===== src/rtl/ifu_fetch_queue.sv =====
// rtl/ifu_fetch_queue.sv - instruction fetch queue between the fetch path and ID
module ifu_fetch_queue #(
    parameter int INST_ADDR_WIDTH = 32,
    parameter int FETCH_NUM       = 2,
    parameter int ISSUE_NUM       = 2,
    parameter int DEPTH           = 8,
    localparam int OFF_W          = (FETCH_NUM > 1) ? $clog2(FETCH_NUM) : 1,
    localparam int PTR_W          = $clog2(DEPTH),
    localparam int CNT_W          = PTR_W + 1
) (
    input  logic                               clk,
    input  logic                               rst_n,
    input  logic                               flush_i,
    input  logic                               pkt_valid_i,
    output logic                               pkt_ready_o,
    input  logic [32*FETCH_NUM-1:0]            pkt_data_i,
    input  logic [INST_ADDR_WIDTH-1:0]         pkt_addr_i,
    input  logic [OFF_W-1:0]                   pkt_offset_i,
    input  logic [FETCH_NUM-1:0]               pkt_pred_i,
    input  logic                               pkt_err_i,
    output logic [ISSUE_NUM-1:0]               issue_valid_o,
    output logic [32*ISSUE_NUM-1:0]            issue_inst_o,
    output logic [INST_ADDR_WIDTH*ISSUE_NUM-1:0] issue_addr_o,
    output logic [ISSUE_NUM-1:0]               issue_pred_o,
    output logic [ISSUE_NUM-1:0]               issue_err_o,
    input  logic                               issue_ready_i,
    output logic [CNT_W-1:0]                   count_o
);

    logic [31:0]                inst_q [DEPTH];
    logic [31:0]                inst_d [DEPTH];
    logic [INST_ADDR_WIDTH-1:0] addr_q [DEPTH];
    logic [INST_ADDR_WIDTH-1:0] addr_d [DEPTH];
    logic                       pred_q [DEPTH];
    logic                       pred_d [DEPTH];
    logic                       err_q  [DEPTH];
    logic                       err_d  [DEPTH];

    logic [PTR_W-1:0] head_q, head_d;
    logic [PTR_W-1:0] tail_q, tail_d;
    logic [CNT_W-1:0] count_q, count_d;

    logic             enq_fire;
    logic [CNT_W-1:0] n_enq;
    logic [CNT_W-1:0] n_avail;
    logic [CNT_W-1:0] n_deq;
    logic [PTR_W-1:0] wr_idx;
    logic             stop;
    logic [PTR_W-1:0] rd_idx;

    // Ready looks only at the registered count; a same-cycle dequeue earns no credit.
    assign pkt_ready_o = (count_q <= CNT_W'(DEPTH - FETCH_NUM));
    assign enq_fire    = pkt_valid_i && pkt_ready_o && !flush_i;
    assign n_avail     = (count_q < CNT_W'(ISSUE_NUM)) ? count_q : CNT_W'(ISSUE_NUM);
    assign n_deq       = issue_ready_i ? n_avail : '0;
    assign count_o     = count_q;

    // Slots before the offset or after the first predicted-taken slot are dropped;
    // surviving slots are packed contiguously starting at tail.
    always_comb begin
        inst_d = inst_q;
        addr_d = addr_q;
        pred_d = pred_q;
        err_d  = err_q;
        n_enq  = '0;
        stop   = 1'b0;
        wr_idx = tail_q;
        for (int k = 0; k < FETCH_NUM; k++) begin
            if ((k >= int'(pkt_offset_i)) && !stop) begin
                wr_idx = tail_q + n_enq[PTR_W-1:0];
                if (enq_fire) begin
                    inst_d[wr_idx] = pkt_data_i[32*k +: 32];
                    addr_d[wr_idx] = pkt_addr_i + INST_ADDR_WIDTH'(4 * k);
                    pred_d[wr_idx] = pkt_pred_i[k];
                    err_d[wr_idx]  = pkt_err_i;
                end
                n_enq = n_enq + CNT_W'(1);
                if (pkt_pred_i[k]) begin
                    stop = 1'b1;
                end
            end
        end
    end

    always_comb begin
        head_d  = head_q;
        tail_d  = tail_q;
        count_d = count_q;
        if (flush_i) begin
            head_d  = '0;
            tail_d  = '0;
            count_d = '0;
        end else begin
            head_d  = head_q + n_deq[PTR_W-1:0];
            if (enq_fire) begin
                tail_d = tail_q + n_enq[PTR_W-1:0];
            end
            count_d = count_q + (enq_fire ? n_enq : '0) - n_deq;
        end
    end

    // Invalid lanes are forced to zero so unreset storage never leaks out.
    always_comb begin
        issue_valid_o = '0;
        issue_inst_o  = '0;
        issue_addr_o  = '0;
        issue_pred_o  = '0;
        issue_err_o   = '0;
        rd_idx        = head_q;
        for (int i = 0; i < ISSUE_NUM; i++) begin
            rd_idx = head_q + PTR_W'(i);
            if (CNT_W'(i) < n_avail) begin
                issue_valid_o[i]                                   = 1'b1;
                issue_inst_o[32*i +: 32]                           = inst_q[rd_idx];
                issue_addr_o[INST_ADDR_WIDTH*i +: INST_ADDR_WIDTH] = addr_q[rd_idx];
                issue_pred_o[i]                                    = pred_q[rd_idx];
                issue_err_o[i]                                     = err_q[rd_idx];
            end
        end
    end

    always_ff @(posedge clk or negedge rst_n) begin
        if (!rst_n) begin
            head_q  <= '0;
            tail_q  <= '0;
            count_q <= '0;
        end else begin
            head_q  <= head_d;
            tail_q  <= tail_d;
            count_q <= count_d;
        end
    end

    always_ff @(posedge clk) begin
        inst_q <= inst_d;
        addr_q <= addr_d;
        pred_q <= pred_d;
        err_q  <= err_d;
    end

endmodule


===== config.mk =====
export PLATFORM = sky130hd
export DESIGN_NAME = ifu_fetch_queue
export DESIGN_NICKNAME = d
export VERILOG_FILES = /design/src/rtl/ifu_fetch_queue.sv
export SDC_FILE = /design/constraint.sdc
export NUM_CORES = 2
export LEC_CHECK = 0
export ABC_CLOCK_PERIOD_IN_PS = 7000
export BUFFER_PORTS_ARGS = -buffer_cell sky130_fd_sc_hd__buf_2
export CAP_MARGIN = 25
export CELL_PAD_IN_SITES_DETAIL_PLACEMENT = 1
export CELL_PAD_IN_SITES_GLOBAL_PLACEMENT = 1
export CORE_AREA = 2 2 285 287
export CTS_CLUSTER_SIZE = 24
export DETAILED_ROUTE_END_ITERATION = 8
export DIE_AREA = 0 0 287 289
export GPL_ROUTABILITY_DRIVEN = 0
export HOLD_SLACK_MARGIN = 0.03
export PLACE_DENSITY_LB_ADDON = 0.1
export RECOVER_POWER = 100
export SETUP_SLACK_MARGIN = 0.2
export SYNTH_ARGS = -nofsm -noshare
export SYNTH_HDL_FRONTEND = slang
export SYNTH_SLANG_ARGS = --single-unit

===== constraint.sdc =====
create_clock -name clk -period 7 [get_ports clk]
set_clock_uncertainty 0.2 [all_clocks]
set_input_delay 0.35 -clock clk [delete_from_list [all_inputs] [get_ports clk]]
set_output_delay 0.35 -clock clk [all_outputs]
set_load 0.03 [all_outputs]

==> flow_summary.ini <==
[layout]
final_common_cell = nand2_1
syn2layout_area_growth_pct = 15.4
final_cell_mix = nand2_1 (701), dfxtp_1 (528), mux2i_1 (361)
layout.nets = 3620
layout-drive-gt1-share = 0.186

[clock_network]
clock-sinks = 538
numCtsBuffers = 70
clk_pin_slew_worst_paths_ns = 0.06
post-cts-setup-buffers = 0
clockBufferDepth = 3
post_cts_resized = 0
cts_tree = built
root_buffer = clkbuf_16
worst_skew_pair.late_latency_ns = 0.60
htreeDepth = 3

[global_route]
use_met3 = 0.0393
grt_pass1_vias = 30000
antenna_found_initial = 3
grt_pass1_wl_um = 190000
grt_overflow = 0
use_met1 = 0.381
track_usage = 0.299
grt_max_degree = 131
globalRoute.busiestLayer = met2
grt_use_met2 = 0.523

[synthesis]
synth-main-ff-cell = dfxtp_1
ys_ff_latch = 538
ys_seq_area_frac = 0.343
async_reset_ff_frac = 0.0186
syn_inst = 3370
synth_warnings = 0
synth_top_cells_by_area = dfxtp_1 (33%), mux4_2 (19%), mux2i_1 (11%)
avgSynthCellArea_sq_um = 9.37
synth_top_area_share = 0.335
ys_types = 59
synthesis.nets = 3490
yosys.area.top_type = dfxtp_1
synth_area_sq_um = 31600
synth_edf_count = 0

[drt]
dr.first_iter.drc_count = 2018
vias = 28500
dr.pass1.iters = 5
wl_per_cell_um = 27.2
drt_wl_total_um = 125000
routed_via_density = 6.19
detail-route-antenna-nets = 0
drc = 0

[floorplanning]
die_h_um = 289
start_util = 0.395
fp.dieArea_sq_um = 82900
rows = 104
die_x_um = 287
ioPinCount = 244
core_sq_um = 79900

[min_path]
holdCritStartpoint = pkt_addr_i[30]
hold_path_class = in -> reg

[sta]
setup_ws_ns = 1.17
worst_pin_slew_ns = 2.85
tns_ns = 0
slew_violations = 476
max_freq_mhz = 172
final.period_utilization = 0.833
slew_headroom = -0.923
finalSetupViolations = 0
rsz0062_at_grt = false
hold_viol = 0
min_period_ns = 5.83
whs_ns = 0.0678

[outcome]
violations = max-capacitance violations, max-slew violations
outcome = finished with violations

[worst_setup_path]
cp_slowest_cell = clkbuf_1
crit_arrival_ns = 5.28
r2r_start = count_o[3]
cp_common_cell = clkbuf_1
critical-path-max-stage-delay_ns = 1.82
crit_path_start = count_o[3]
path_class = reg -> out
worstPathMaxFanout = 41
critPathRequiredTime_ns = 6.45
start_kind = flip-flop
crit_chain = nor3_1 > clkbuf_1 > clkbuf_2 > a21oi_1 > clkbuf_1
endpoint_kind = output port

[pwr]
p_leak_nw = 14.4
ir_drop_mv = 0.310
powerDensity_nw_per_um2 = 424

[placement]
hpwlAfterDp_um = 76800
dp_slack_ns = 2.72
port_buffers = 243

[job]
cap_violations = 16
-- routing by layer --
layer	vias to the layer above	part of all wire
met5	-	0.00030
met4	6	0.030
met3	240	0.053
met2	929	0.49
met1	14900	0.42
li1	12500	-
-- path summary, 6_finish.rpt --
path,endpoint,slack (ns),cells past startpoint
min in group asynchronous,tail_q[2],0.60,3
setup reg to reg,inst_q[65],1.63,6
hold / removal,addr_q[62],0.07,4
max in group asynchronous,head_q[0],5.62,3
setup / recovery,issue_addr_o[63],1.17,5
hold reg to reg,inst_q[171],0.28,2
-- kinds of logic after synthesis --
kind of cell	after synthesis	synth area share
xor+xnor	22	0.00610
compound gates	699	0.135
simple gates	1022	0.132
fa+ha+maj	15	0.00689
flops	538	0.343
buf+inv	393	0.0549
other cells	1	0.000119
mux	680	0.322
-- final cells by class --
cell class | count | area [sq um]
Clock inverter | 16 | 150
Timing Repair Buffer | 434 | 2880
Tap cell | 1060 | 1330
Fill cell | 9065 | 43500
Sequential cell | 538 | 10800
Inverter | 17 | 63.8
Clock buffer | 108 | 2140
Multi-Input combinational cell | 2439 | 19000
Antenna cell | 1 | 2.50
-- worst max-delay path: cells and delay by family, from the launching register on --
kind / cells / cell delay (ns)
buffers and inverters: 3 / 3.49
AOI/OAI and AO/OA: 1 / 0.37
DFF: 1 / 0.45
and+or+nand+nor: 1 / 0.27
-- cells in the mapped netlist (4+ instances only) --
cell	number
o21ai_2	8
o21bai_1	10
clkbuf_1	171
mux2_2	55
ha_1	11
nand2_1	702
o21ai_0	277
nor2_2	7
nand4_1	11
buf_4	41
inv_1	15
a221oi_1	17
a21oi_1	135
xnor2_1	11
o311ai_0	5
buf_1	91
fa_1	4
o22ai_1	40
dfxtp_1	528
o221a_2	47
nor4_1	12
o21a_1	11
o22a_1	8
xor2_1	11
a311oi_1	6
nor2b_1	7
and3_1	9
nand3_1	31
buf_2	71
mux2i_1	361
mux4_2	264
o21ai_1	21
a211oi_1	11
and2_1	5
nand2b_1	5
a31oi_1	86
nor3_1	8
dfrtp_1	10
nor2_1	196
a21oi_2	4
or4_1	14
-- sequential cells by signal, summed over array words and instances (netlist names) --
signal and count:
addr_q 256, count_o 4, err_q 8, head_q 3
inst_q 256, pred_q 8, tail_q 3
-- per-stage QoR --
stage	std cells	total power, mW	util	area (sq um)
6_report	4613	15.4	0.456	36400
3_5_place_dp	4351	11.9	0.415	33100
2_1_floorplan	3370	9.67	-	31600
5_1_grt	4612	16.2	0.456	36400
4_1_cts	4608	15.6	0.460	36800
3_3_place_gp	4342	11.6	0.413	33000
-- power by group --
group	switching, mW	internal [mW]
clock network	1.46	2.17
registers	0.906	4.13
logic	3.97	2.79
total	6.35	9.10
-- what timing repair did --
| action | 4_1_cts | 5_1_grt |
|---|---|---|
| hold buffers | 133 | 0 |
| endpoints found under the hold margin | 463 | 0 |
| setup endpoints to repair | 0 | 0 |
Note: power is estimated with default switching activity, not from simulation.
